### config.mk
export PLATFORM = sky130hd
export DESIGN_NAME = neuron_preact_flat
export DESIGN_NICKNAME = d
export VERILOG_FILES = /design/src/rtl/neuron_preact_if.sv /design/src/rtl/neuron_preact.sv /design/src/flat_wrapper.sv
export SDC_FILE = /design/constraint.sdc
export NUM_CORES = 1
export LEC_CHECK = 0
export ABC_AREA = 1
export BUFFER_PORTS_ARGS = -buffer_cell sky130_fd_sc_hd__buf_2
export CORE_ASPECT_RATIO = 0.9
export CORE_MARGIN = 2
export CORE_UTILIZATION = 65
export DETAILED_ROUTE_END_ITERATION = 8
export PLACE_DENSITY = 0.84
export SLEW_MARGIN = 20
export SYNTH_ARGS = -nofsm -noshare
export SYNTH_HDL_FRONTEND = slang
export SYNTH_SLANG_ARGS = --single-unit
export TNS_END_PERCENT = 1
### constraint.sdc
create_clock -name clk -period 5 [get_ports clk]
set_input_delay 0.25 -clock clk [delete_from_list [all_inputs] [get_ports clk]]
set_output_delay 0.25 -clock clk [all_outputs]
set_load 0.02 [all_outputs]
### src/rtl/neuron_preact_if.sv
// Handshake bundle between the activation/weight source, the pre-activation
// block and the downstream sigmoid stage.
`timescale 1ns/1ps
interface neuron_preact_if;
  logic               in_valid;
  logic               in_ready;
  logic signed [15:0] a;
  logic signed [15:0] w;
  logic signed [31:0] bias;
  logic               out_valid;
  logic               out_ready;
  logic        [31:0] x;

  // Pre-activation block side.
  modport slave (
    input  in_valid, a, w, bias, out_ready,
    output in_ready, out_valid, x
  );

  // Upstream source / downstream sink side.
  modport master (
    output in_valid, a, w, bias, out_ready,
    input  in_ready, out_valid, x
  );
endinterface

### src/rtl/neuron_preact.sv
// Neuron pre-activation: bias + sum of LEN Q8.8 products, accumulated in
// Q16.16 on 40 bits, then converted (truncating) to IEEE-754 single.
`timescale 1ns/1ps
module neuron_preact #(
  parameter int LEN = 4
) (
  input  logic            clk,
  input  logic            rst_n,
  neuron_preact_if.slave  bus
);

  typedef enum logic [1:0] {IDLE, ACCUM, CONV, OUT} state_t;

  state_t             state_reg, state_next;
  logic signed [39:0] acc_reg, acc_next;
  logic        [7:0]  count_reg, count_next;
  logic        [31:0] x_reg, x_next;
  logic               out_valid_reg, out_valid_next;

  logic signed [31:0] prod;
  logic               accept;
  logic               last_beat;
  logic        [39:0] mag;
  logic        [5:0]  lead;
  logic        [22:0] mant;
  logic        [31:0] fp_bits;

  assign bus.in_ready  = (state_reg == IDLE) || (state_reg == ACCUM);
  assign bus.out_valid = out_valid_reg;
  assign bus.x         = x_reg;

  assign prod      = bus.a * bus.w;
  assign accept    = bus.in_valid && bus.in_ready;
  // In IDLE count_reg is 0, so this also covers the LEN=1 first-beat case.
  assign last_beat = ({1'b0, count_reg} + 9'd1) == 9'(LEN);

  // Magnitude, leading-one position and truncated mantissa of the accumulator.
  always_comb begin
    mag  = acc_reg[39] ? 40'(-acc_reg) : 40'(acc_reg);
    lead = '0;
    for (int i = 0; i < 40; i++) begin
      if (mag[i]) lead = 6'(i);
    end
    // Left-align the leading one to bit 39; the 23 bits below it form the mantissa.
    mant = 23'((mag << (6'd39 - lead)) >> 16);
    if (mag == '0)
      fp_bits = 32'h0000_0000;
    else
      fp_bits = {acc_reg[39], 8'(8'd111 + {2'b00, lead}), mant};
  end

  // Next-state and datapath updates for the IDLE/ACCUM/CONV/OUT controller.
  always_comb begin
    state_next     = state_reg;
    acc_next       = acc_reg;
    count_next     = count_reg;
    x_next         = x_reg;
    out_valid_next = out_valid_reg;
    case (state_reg)
      IDLE: begin
        if (accept) begin
          acc_next   = 40'(bus.bias) + 40'(prod);
          count_next = 8'd1;
          state_next = last_beat ? CONV : ACCUM;
        end
      end
      ACCUM: begin
        if (accept) begin
          acc_next   = acc_reg + 40'(prod);
          count_next = count_reg + 8'd1;
          if (last_beat) state_next = CONV;
        end
      end
      CONV: begin
        x_next         = fp_bits;
        out_valid_next = 1'b1;
        count_next     = '0;
        state_next     = OUT;
      end
      OUT: begin
        if (bus.out_ready) begin
          out_valid_next = 1'b0;
          state_next     = IDLE;
        end
      end
      default: state_next = IDLE;
    endcase
  end

  // State register; reset discards any partial dot product.
  always_ff @(posedge clk or negedge rst_n) begin
    if (!rst_n) begin
      state_reg     <= IDLE;
      acc_reg       <= '0;
      count_reg     <= '0;
      x_reg         <= '0;
      out_valid_reg <= 1'b0;
    end else begin
      state_reg     <= state_next;
      acc_reg       <= acc_next;
      count_reg     <= count_next;
      x_reg         <= x_next;
      out_valid_reg <= out_valid_next;
    end
  end

endmodule

### src/flat_wrapper.sv
// flat-port wrapper written by rule: the top's interface ports become plain ports
module neuron_preact_flat 
#(
  parameter int LEN = 4
)
  (clk, rst_n, bus_in_valid, bus_a, bus_w, bus_bias, bus_out_ready, bus_in_ready, bus_out_valid, bus_x);
  neuron_preact_if bus_i ();
  input  logic clk;
  input  logic rst_n;
  input wire logic [$bits(bus_i.in_valid)-1:0] bus_in_valid;
  input wire logic [$bits(bus_i.a)-1:0] bus_a;
  input wire logic [$bits(bus_i.w)-1:0] bus_w;
  input wire logic [$bits(bus_i.bias)-1:0] bus_bias;
  input wire logic [$bits(bus_i.out_ready)-1:0] bus_out_ready;
  output wire logic [$bits(bus_i.in_ready)-1:0] bus_in_ready;
  output wire logic [$bits(bus_i.out_valid)-1:0] bus_out_valid;
  output wire logic [$bits(bus_i.x)-1:0] bus_x;
  assign bus_i.in_valid = bus_in_valid;
  assign bus_i.a = bus_a;
  assign bus_i.w = bus_w;
  assign bus_i.bias = bus_bias;
  assign bus_i.out_ready = bus_out_ready;
  assign bus_in_ready = bus_i.in_ready;
  assign bus_out_valid = bus_i.out_valid;
  assign bus_x = bus_i.x;
  neuron_preact #(.LEN(LEN)) u_core (.clk(clk), .rst_n(rst_n), .bus(bus_i));
endmodule
After elaboration in Yosys (flattened, before gate mapping). Cells that the tools add are included.

Add/subtract/negate cells: 7. Multiply operators: 1. Eq/ne operators: 8. Shifts and indexed selects: 1. Multiplexer cells: 55. Reduce and logical (&&, ||, !) cells: 11.

Operators by type and width (number): 6-bit two-way mux (38); 40-bit two-way mux (3); 40-bit case mux with 2 select lines (1); 40-bit by 32-bit adder with 40-bit output (1); 40-bit logical NOT (1); 40-bit negation (1); 40-bit by 6-bit << shifter with 39-bit output (1); 32-bit by 32-bit adder with 33-bit output (1); 16-bit by 16-bit multiplier with 32-bit output (1); 32-bit two-way mux (1); 8-bit case mux with 3 select lines (1); 8-bit two-way mux (2); 2-bit two-way mux (5); 8-bit by 1-bit adder with 9-bit output (second input constant) (1); 9-bit by 3-bit equality test with 1-bit output (second input constant) (1); 7-bit by 6-bit adder with 8-bit output (first input constant) (1); 8-bit by 1-bit adder with 8-bit output (second input constant) (1); 2-bit case mux with 4 select lines (1); 2-bit by 1-bit inequality test with 1-bit output (second input constant) (3); 3-bit AND reduction (2); 6-bit subtractor (first input constant) (1); 2-bit equality test (second input constant) (2); 4-bit AND reduction (1); 2-bit nonzero test (2); other kinds (9) (10).

Bits in registers: 83. Input bits: 68. Output and inout bits: 34. Word-level logic and storage cells: 88.

Logic depth before layout (Yosys ltp). Gate-level depths: netlist of the first run.

Depth after elaboration: 44. Mapped depth: 54. Mapped depth without buffers: 53.

Least setup slack after synthesis of the first run. OpenSTA, ideal clock, no wires.

Path kind: in2reg. Start: input bus_w[1]. End: register u_core.acc_reg[39]. Data arrival time: 7803 ps. Required time: 4913 ps. Slack: -2890 ps. Cell stages on the path: 48. Path through: clkbuf_1 -> clkbuf_1 -> nand2_1 -> fa_1 -> inv_1 -> fa_1 -> inv_1 -> fa_1 -> fa_1 -> inv_1 -> fa_1 -> inv_1 -> fa_1 -> inv_1 -> ha_1 -> nand2_1 -> o21ai_0 -> nand3_1 -> [... 12 more ...] -> nand2_1 -> xor2_1 -> ha_1 -> nand2_1 -> o21ai_0 -> a21oi_1 -> o21ai_1 -> inv_1 -> o21ai_1 -> inv_1 -> o21ai_1 -> inv_1 -> o21ai_1 -> inv_1 -> o21ai_1 -> xor2_1 -> nand2_1 -> a22oi_1.

Cells in the longest elaborated chain, start to end: 4.

RTL lines: start, declared (RTL line flat_wrapper.sv:12) `input wire logic [$bits(bus_i.w)-1:0] bus_w;`; 16-bit by 16-bit multiplier with 32-bit output (*) (RTL line neuron_preact.sv:32) `assign prod = bus.a * bus.w;`; 40-bit by 32-bit adder with 40-bit output or 32-bit by 32-bit adder with 33-bit output (tied branches) (RTL line neuron_preact.sv:69, neuron_preact.sv:62); 40-bit two-way mux (on tied branches) (RTL line neuron_preact.sv:68, neuron_preact.sv:61); 40-bit case mux with 2 select lines (*) (RTL line neuron_preact.sv:59) `case (state_reg)`; end signal, assigned (RTL line neuron_preact.sv:100) `acc_reg <= acc_next;`; end, declared (RTL line neuron_preact.sv:15) `logic signed [39:0] acc_reg, acc_next;`.

Every way passes the cells marked *; elsewhere a longest branch is shown, timed or not. The select of a mux whose other input is x is not followed. A chain may end at the register's enable or synchronous reset.

Worst setup path after layout of the first run.
Start: input bus_a[3]. End: register u_core.acc_reg[39].

Cells in the longest elaborated chain, start to end: 4.

RTL lines: start, declared (RTL line flat_wrapper.sv:11) `input wire logic [$bits(bus_i.a)-1:0] bus_a;`; 16-bit by 16-bit multiplier with 32-bit output (*) (RTL line neuron_preact.sv:32); 40-bit by 32-bit adder with 40-bit output or 32-bit by 32-bit adder with 33-bit output (tied branches) (RTL line neuron_preact.sv:69, neuron_preact.sv:62); 40-bit two-way mux (on tied branches) (RTL line neuron_preact.sv:68, neuron_preact.sv:61); 40-bit case mux with 2 select lines (*) (RTL line neuron_preact.sv:59).

Marks and branches as above.

==> results of run 1 <==
-- timing repair --
item                                    in CTS  in global routing
setup buffers                                8                 27
endpoints found under the setup margin      38                 61
cloned                                       0                  1
pin swaps                                   37                 79
resized for setup                          120                181
-- placed cells by master (no fill, tap or decap), drive strengths merged, types with 25 or more instances in the layout --
master,instances
nand2,705
inv,543
buf,442
fa,264
nand3,258
a21oi,170
ha,164
o21ai,154
nor2,108
dfrtp,83
xor2,68
a31oi,32
xnor2,25
-- area by class of cell --
cell class	count	area, um^2	area share [%]
Inverter	542	2040	8.27
Sequential cell	83	2080	8.43
Clock inverter	7	57.6	0.233
Tap cell	403	504	2.04
Timing Repair Buffer	443	3370	13.6
Antenna cell	4	10.0	0.0406
Clock buffer	9	225	0.913
Multi-Input combinational cell	2051	16400	66.4
-- stage by stage --
step / setup slack (ns) / std cells / hold slack (ns) / util (%)
2_1_floorplan: -2.32 / 2788 / -0.0456 / -
3_3_place_gp: -2.61 / 3486 / 0.456 / 76.0
3_5_place_dp: -3.00 / 3486 / 0.460 / 76.0
4_1_cts: -2.21 / 3510 / 0.146 / 78.9
5_1_grt: -3.11 / 3542 / 0.0141 / 82.1
6_report: -2.78 / 3542 / -0.0590 / 82.1
-- worst max-delay path, delay by kind of cell --
family	cells	cell delay, ns
AND/OR/NAND/NOR	9	0.69
AO/OA/AOI/OAI	11	1.94
adder cells (fa/ha/maj)	8	3.69
buffers and inverters	14	1.07
XOR/XNOR	2	0.34
-- cell usage after synthesis, types with 3 or more instances --
master / count / share of area (%)
dfrtp_1: 83 / 10
xor2_2: 5 / 0.41
a31oi_1: 32 / 1.0
o21ai_2: 9 / 0.40
a22oi_1: 8 / 0.30
nor4_1: 7 / 0.22
nor3_1: 6 / 0.15
clkinv_1: 4 / 0.075
o211ai_1: 11 / 0.42
o21ai_1: 31 / 0.78
nand3_2: 17 / 0.86
o31ai_1: 5 / 0.19
inv_2: 22 / 0.42
buf_4: 3 / 0.11
o21bai_1: 7 / 0.26
clkbuf_1: 79 / 1.5
nand3_1: 241 / 6.1
or2_2: 17 / 0.53
fa_1: 264 / 27
nor2_1: 105 / 2.0
nand4_2: 3 / 0.19
buf_2: 18 / 0.45
o22ai_1: 9 / 0.28
nand4_1: 9 / 0.28
nand2_2: 4 / 0.13
ha_1: 164 / 10
a21o_1: 3 / 0.11
a21oi_1: 169 / 4.3
o21ai_0: 114 / 2.9
nand3b_1: 4 / 0.15
xnor2_1: 25 / 1.1
inv_1: 516 / 9.7
buf_6: 4 / 0.23
nand2_1: 700 / 13
xor2_1: 63 / 2.8
buf_1: 8 / 0.15
-- per-layer routing --
layer	share of wire, %	vias up	GRT usage, %
met2	47	1348	65.1
met1	37	9980	47.0
li1	-	9412	-
met4	6.2	0	13.6
met5	0	-	0
met3	9.7	383	6.41
-- worst paths after layout --
check                                  start                    to  depth (start not counted)
setup / recovery                    bus_a[3]    u_core.acc_reg[39]                         44
hold / removal                         rst_n     u_core.acc_reg[5]                          1
setup reg to reg           u_core.acc_reg[1]      u_core.bus.x[19]                         37
hold reg to reg              u_core.bus.x[9]       u_core.bus.x[9]                          2
max in group asynchronous              rst_n    u_core.acc_reg[39]                          1
min in group clk               bus_out_ready  u_core.bus.out_valid                          3
-- cells by family (layout without fill, tap and decap cells) --
| kind of cell | Yosys count | after routing | synth area share [%] |
|---|---|---|---|
| DFF | 83 | 83 | 10.4 |
| xor gates and xnor gates | 93 | 93 | 4.29 |
| other | 0 | 4 | 0 |
| AOI/OAI and AO/OA | 409 | 409 | 11.4 |
| adders and majority gates | 428 | 428 | 36.9 |
| and+or+nand+nor | 1121 | 1121 | 24.3 |
| buffers and inverters | 654 | 1001 | 12.7 |
==> qor.log, run 1 <==
INFO  status         run_status=complete, but fails checks
INFO  status         failed_checks=negative hold slack, negative setup slack
INFO  floorplan      num_rows=60
INFO  worst_setup_path cpPeakStageDelay=0.59ns
INFO  synthesis      synthDistinctLibCells=51
INFO  synthesis      sequential_cell_area_fraction_in_the_yosys_report=10.4%
INFO  worst_setup_path critical_path.max_fanout=8
INFO  detailed_routing routedWlPerCell=18.2um
INFO  synthesis      synth_top_flop_cell=dfrtp_1
INFO  worst_hold_path holdCritPathClass=in2async
INFO  sta            hold_slack=-0.0590ns
INFO  clock_network  clkTransAtPathRegs=0.07ns
INFO  finish         area.growth.synth_to_final=24.0%
INFO  place          gp_routability_congestion=0.935
INFO  run            drv.max_cap_violation_count=0
INFO  clock_network  clk-insertion-delay-late=0.36ns
INFO  detailed_routing finalWirelength=64.3mm
INFO  synthesis      synthesis_stage_register_bit_count=83
INFO  detailed_routing first_iter_violations=2263
INFO  sta            maxSlewViolCount=0
INFO  finish         fill_cells=1849
INFO  place          detailedPlacementHpwl=45.9mm
INFO  floorplan      initial_util=66.2%
INFO  floorplan      die_area=32000um^2
INFO  detailed_routing drcViolationCount=0
INFO  grt            grt_usage=37.4%
INFO  sta            tns=-51.92ns
INFO  synthesis      average_cell_area_after_synthesis=7.13um^2
INFO  synthesis      mappedNetlistNets=3284
INFO  clock_network  cts-root-buf=clkbuf_16
INFO  detailed_routing detail_route.first_pass.iterations=6
INFO  worst_setup_path critical_path.most_common_cell=inv_2
INFO  grt            grt_pass1_wl=97.5mm
INFO  worst_setup_path critical_path_required_time=5.25ns
INFO  finish         layout.cell_area.non_filler=24700um^2
INFO  clock_network  cts_num_sinks=83
INFO  detailed_routing via_count=21100
INFO  sta            finalCritPeriodShare=156%
INFO  synthesis      synth.yosys.warnings=0
INFO  finish         post_route_cells_drive_above_1_share=23.5%
INFO  grt            grt_antenna_before_repair=4
INFO  synthesis      syn_area=19900um^2
INFO  clock_network  cts_max_path_buffers=2
INFO  sta            maximum_operating_frequency=129MHz
INFO  worst_setup_path end_kind=flop
INFO  clock_network  hold_buffers=0
INFO  place          placement.cell_area=22800um^2
INFO  sta            fin_ws=-2.78ns
INFO  worst_setup_path setup_slack_of_the_worst_register_to_register_path=0.17ns
INFO  synthesis      synth-edff-count=0
INFO  sta            finalWorstPathRequiredPeriod=7.78ns
INFO  floorplan      coreArea=30000um^2
INFO  sta            fin_worst_skew=0.0100ns
INFO  sta            setup-violations-final=30
INFO  grt            largest_net_degree_at_the_start_of_global_routing=84
INFO  detailed_routing drt-vias-per-instance=5.96
INFO  clock_network  tritoncts_clock_tree=built
INFO  grt            grt-ovfl-total=0
INFO  finish         layout.nets=3626
INFO  worst_setup_path critical_path.slowest_cell=fa_1
INFO  sta            tightestPinTransition=0.867ns
INFO  sta            hold_viol_final=60
INFO  detailed_routing ant_nets=0
INFO  floorplan      dieHeight=170um
INFO  synthesis      async_reset_ff_share=100%
INFO  synthesis      synth_cells=2788
INFO  worst_setup_path crit_type=in2reg
INFO  floorplan      die_w=188um
INFO  sta            rsz0062_at_grt=true
INFO  place          numPortBuffers=101
INFO  floorplan      io_pins=102
INFO  sta            max-slew-margin-rel=41.8%
INFO  clock_network  total_clock_buffers_created_by_cts=9
INFO  worst_setup_path cp.arrival=8.03ns
INFO  grt            vias_in_the_first_global_route=21200
INFO  finish         largest_register_ffs=40
INFO  clock_network  h-tree-depth=3
INFO  worst_setup_path startpoint_type_of_the_worst_setup_path=primary input
Power of run 1 is not shown: default switching activity piles up to over one toggle a cycle in this logic, so the estimate is an artifact.
==> run 2: changes to the inputs <==
ABC_AREA = unset   (was 1)
==> run 2 against run 1 <==
- the run ends with negative setup slack left
- cell count shrank 1.3%
- flip-flop and latch count is the same
- synthesized cell count shrank 7.6%
- critical endpoint unchanged
==> qor.log, run 2 <==
INFO  status         run_status=complete, but fails checks
INFO  status         failed_checks=negative setup slack
INFO  worst_setup_path critical_path.slowest_cell=fa_1
INFO  clock_network  cts-root-buf=clkbuf_16
INFO  synthesis      yosys-top-cells-count=324 x inv_1, 285 x nand2_1, 264 x fa_1
INFO  worst_setup_path rr_startpoint=u_core.acc_reg[1]
INFO  finish         layout.cells.most_common_list=507 x buf_4, 321 x inv_1, 277 x nand2_1
INFO  place          place_ws=-3.98ns [-0.977 ns]
INFO  floorplan      die_area=34200um^2 [+6.9%]
INFO  worst_hold_path holdCritPathClass=in2reg
INFO  grt            grt_pass1_wl=113mm [+16%]
INFO  sta            fin_worst_skew=0.00767ns [-0.00238 ns]
INFO  detailed_routing routedWlPerCell=20.4um [+12%]
INFO  synthesis      synth-edff-count=0 [unchanged]
INFO  floorplan      initial_util=66.3% [+0.095 points]
INFO  sta            maximum_operating_frequency=118MHz [-8.3%]
INFO  worst_setup_path r2r.worst_path.cells=15 [-59%]
INFO  clock_network  cts_num_sinks=83 [unchanged]
INFO  finish         post-route-util=82.8% [+0.71 points]
INFO  place          numPortBuffers=101 [unchanged]
INFO  detailed_routing via_count=22100 [+4.8%]
INFO  synthesis      netlist_top_cells_area=fa_1 25%, dfrtp_1 9.8%, ha_1 9.6%
INFO  clock_network  tritoncts_clock_tree=built
INFO  detailed_routing drcViolationCount=0 [unchanged]
INFO  grt            largest_net_degree_at_the_start_of_global_routing=63 [-25%]
INFO  finish         layout.cells.most_common=buf_4
INFO  worst_setup_path end_kind=flop
INFO  finish         layout.nets=3569 [-1.6%]
INFO  sta            maxSlewViolCount=0 [unchanged]
INFO  sta            hold_slack=0.121ns [+0.180 ns]
INFO  grt            grt_usage=41.1% [+3.7 points]
INFO  synthesis      async_reset_ff_share=100% [unchanged]
INFO  synthesis      synthesis_stage_register_bit_count=83 [unchanged]
INFO  sta            rsz0062_at_grt=true
INFO  finish         fill_cells=1958 [+5.9%]
INFO  detailed_routing first_iter_violations=2552 [+13%]
INFO  sta            fin_ws=-3.49ns [-0.706 ns]
INFO  worst_setup_path cp.arrival=8.73ns [+0.70 ns]
INFO  finish         largest_register_ffs=40 [unchanged]
INFO  sta            tns=-69.69ns [-17.77 ns]
INFO  sta            hold_viol_final=0 [-100%]
INFO  sta            max-slew-margin-rel=29.8% [-12 points]
INFO  detailed_routing drt-vias-per-instance=6.33 [+6.2%]
INFO  clock_network  clk-insertion-delay-late=0.36ns [about the same]
INFO  floorplan      die_w=195um [+3.4%]
INFO  floorplan      dieHeight=176um [+3.4%]
INFO  worst_setup_path critical_path.most_common_cell=fa_1
INFO  worst_setup_path critical_path.max_fanout=15 [+7]
INFO  finish         area.growth.synth_to_final=24.9%
INFO  synthesis      synth_top_flop_cell=dfrtp_1
INFO  detailed_routing detail_route.first_pass.iterations=6 [unchanged]
INFO  synthesis      synthMostInstantiatedCell=inv_1
INFO  synthesis      synth.top_cell.area_share=24.8% [-1.8 points]
INFO  worst_hold_path timing.hold.worst_path_depth=2
INFO  synthesis      synthDistinctLibCells=92 [+80%]
INFO  synthesis      sequential_cell_area_fraction_in_the_yosys_report=9.75% [-0.69 points]
INFO  grt            grt_antenna_before_repair=1 [-3]
INFO  place          gp_routability_congestion=0.983 [+5.2%]
INFO  grt            vias_in_the_first_global_route=22500 [+5.9%]
INFO  place          detailedPlacementHpwl=56.2mm [+22%]
INFO  sta            finalCritPeriodShare=170% [+14 points]
INFO  worst_setup_path crit_path_start=bus_w[1]
INFO  clock_network  clkTransAtPathRegs=0.07ns [about the same]
INFO  worst_setup_path crit_type=in2reg
INFO  sta            finalWorstPathRequiredPeriod=8.49ns [+0.706 ns]
INFO  synthesis      synth_area_leader_cell=fa_1
INFO  clock_network  total_clock_buffers_created_by_cts=9 [unchanged]
INFO  worst_setup_path critical_path_required_time=5.24ns [about the same]
INFO  clock_network  h-tree-depth=3 [unchanged]
INFO  grt            grt-ovfl-total=0 [unchanged]
INFO  floorplan      coreArea=32100um^2 [+6.9%]
INFO  synthesis      synth_cells=2576 [-7.6%]
INFO  sta            tightestPinTransition=1.05ns [+0.182 ns]
INFO  worst_setup_path cpPeakStageDelay=0.54ns [-0.05 ns]
INFO  synthesis      mappedNetlistNets=3072 [-6.5%]
INFO  synthesis      average_cell_area_after_synthesis=8.27um^2 [+16%]
INFO  worst_hold_path worstHoldStart=bus_out_ready
INFO  floorplan      io_pins=102 [unchanged]
INFO  detailed_routing ant_nets=0 [unchanged]
INFO  finish         post_route_cells_drive_above_1_share=25.2% [+1.7 points]
INFO  synthesis      syn_area=21300um^2 [+7.1%]
INFO  sta            setup-violations-final=34 [+13%]
INFO  detailed_routing finalWirelength=71.4mm [+11%]
INFO  worst_setup_path startpoint_type_of_the_worst_setup_path=primary input
INFO  floorplan      num_rows=62 [+3.3%]
INFO  clock_network  cts_max_path_buffers=2 [unchanged]
INFO  run            drv.max_cap_violation_count=0 [unchanged]
INFO  synthesis      synth.yosys.warnings=0 [unchanged]
==> run 2: worst paths after layout <==
| path | end | slack [ns] |
|---|---|---|
| max | u_core.acc_reg[39] | -3.49 |
| min | u_core.bus.out_valid | 0.12 |
| max reg2reg | u_core.bus.x[20] | -0.02 |
| min reg2reg | u_core.bus.x[25] | 0.48 |
| max in group asynchronous | u_core.acc_reg[2] | 3.53 |
| min in group asynchronous | u_core.count_reg[1] | 0.45 |
==> run 2: routing by layer <==
| metal | routed length [um] | GRT usage (%) |
|---|---|---|
| met5 | 0 | 0 |
| met4 | 3190 | 15.6 |
| met3 | 7430 | 8.18 |
| met2 | 32500 | 64.9 |
| met1 | 28300 | 56.2 |
==> run 2: cells by family (layout without fill, tap and decap cells) <==
family,count (synthesis),count (layout),synth area share [%]
buffers and inverters,456,958,8.44
and+or+nand+nor,799,799,18.5
other,0,1,0
AOI/OAI and AO/OA,576,576,18.5
muxes,93,93,4.52
xor gates and xnor gates,141,141,5.80
adders and majority gates,428,428,34.5
DFF,83,83,9.75
==> run 2: cell type report <==
| class | count | area [um^2] | share of cell area, % |
|---|---|---|---|
| Sequential cell | 83 | 2080 | 7.81 |
| Clock buffer | 11 | 253 | 0.950 |
| Tap cell | 416 | 520 | 1.96 |
| Antenna cell | 1 | 2.50 | 0.00941 |
| Inverter | 327 | 1230 | 4.61 |
| Clock inverter | 5 | 61.3 | 0.230 |
| Multi-Input combinational cell | 2037 | 17900 | 67.2 |
| Timing Repair Buffer | 615 | 4590 | 17.2 |
==> run 2: worst max-delay path, delay by kind of cell <==
kind | cells | cell delay, ns
AO/OA/AOI/OAI | 14 | 3.08
multiplexers | 1 | 0.35
buffers and inverters | 6 | 0.45
XOR/XNOR | 2 | 0.31
AND/OR/NAND/NOR | 3 | 0.71
adder cells (fa/ha/maj) | 8 | 3.54
==> run 2: metrics by stage <==
| stage | cell area, um^2 | cells |
|---|---|---|
| CTS | 26400 | 3493 |
| floorplan | 21600 | 2576 |
| global route | 26600 | 3495 |
| finish | 26600 | 3495 |
| detailed placement | 25800 | 3463 |
| global placement | 25800 | 3463 |
==> run 2: timing repair <==
item,in CTS,in global routing
setup endpoints to repair,33,55
pin swaps,41,12
buffers inserted,13,1
hold buffers,1,0
hold endpoints to repair,40,0
gates resized for setup,73,34
Power of run 2 is left out for the same reason.
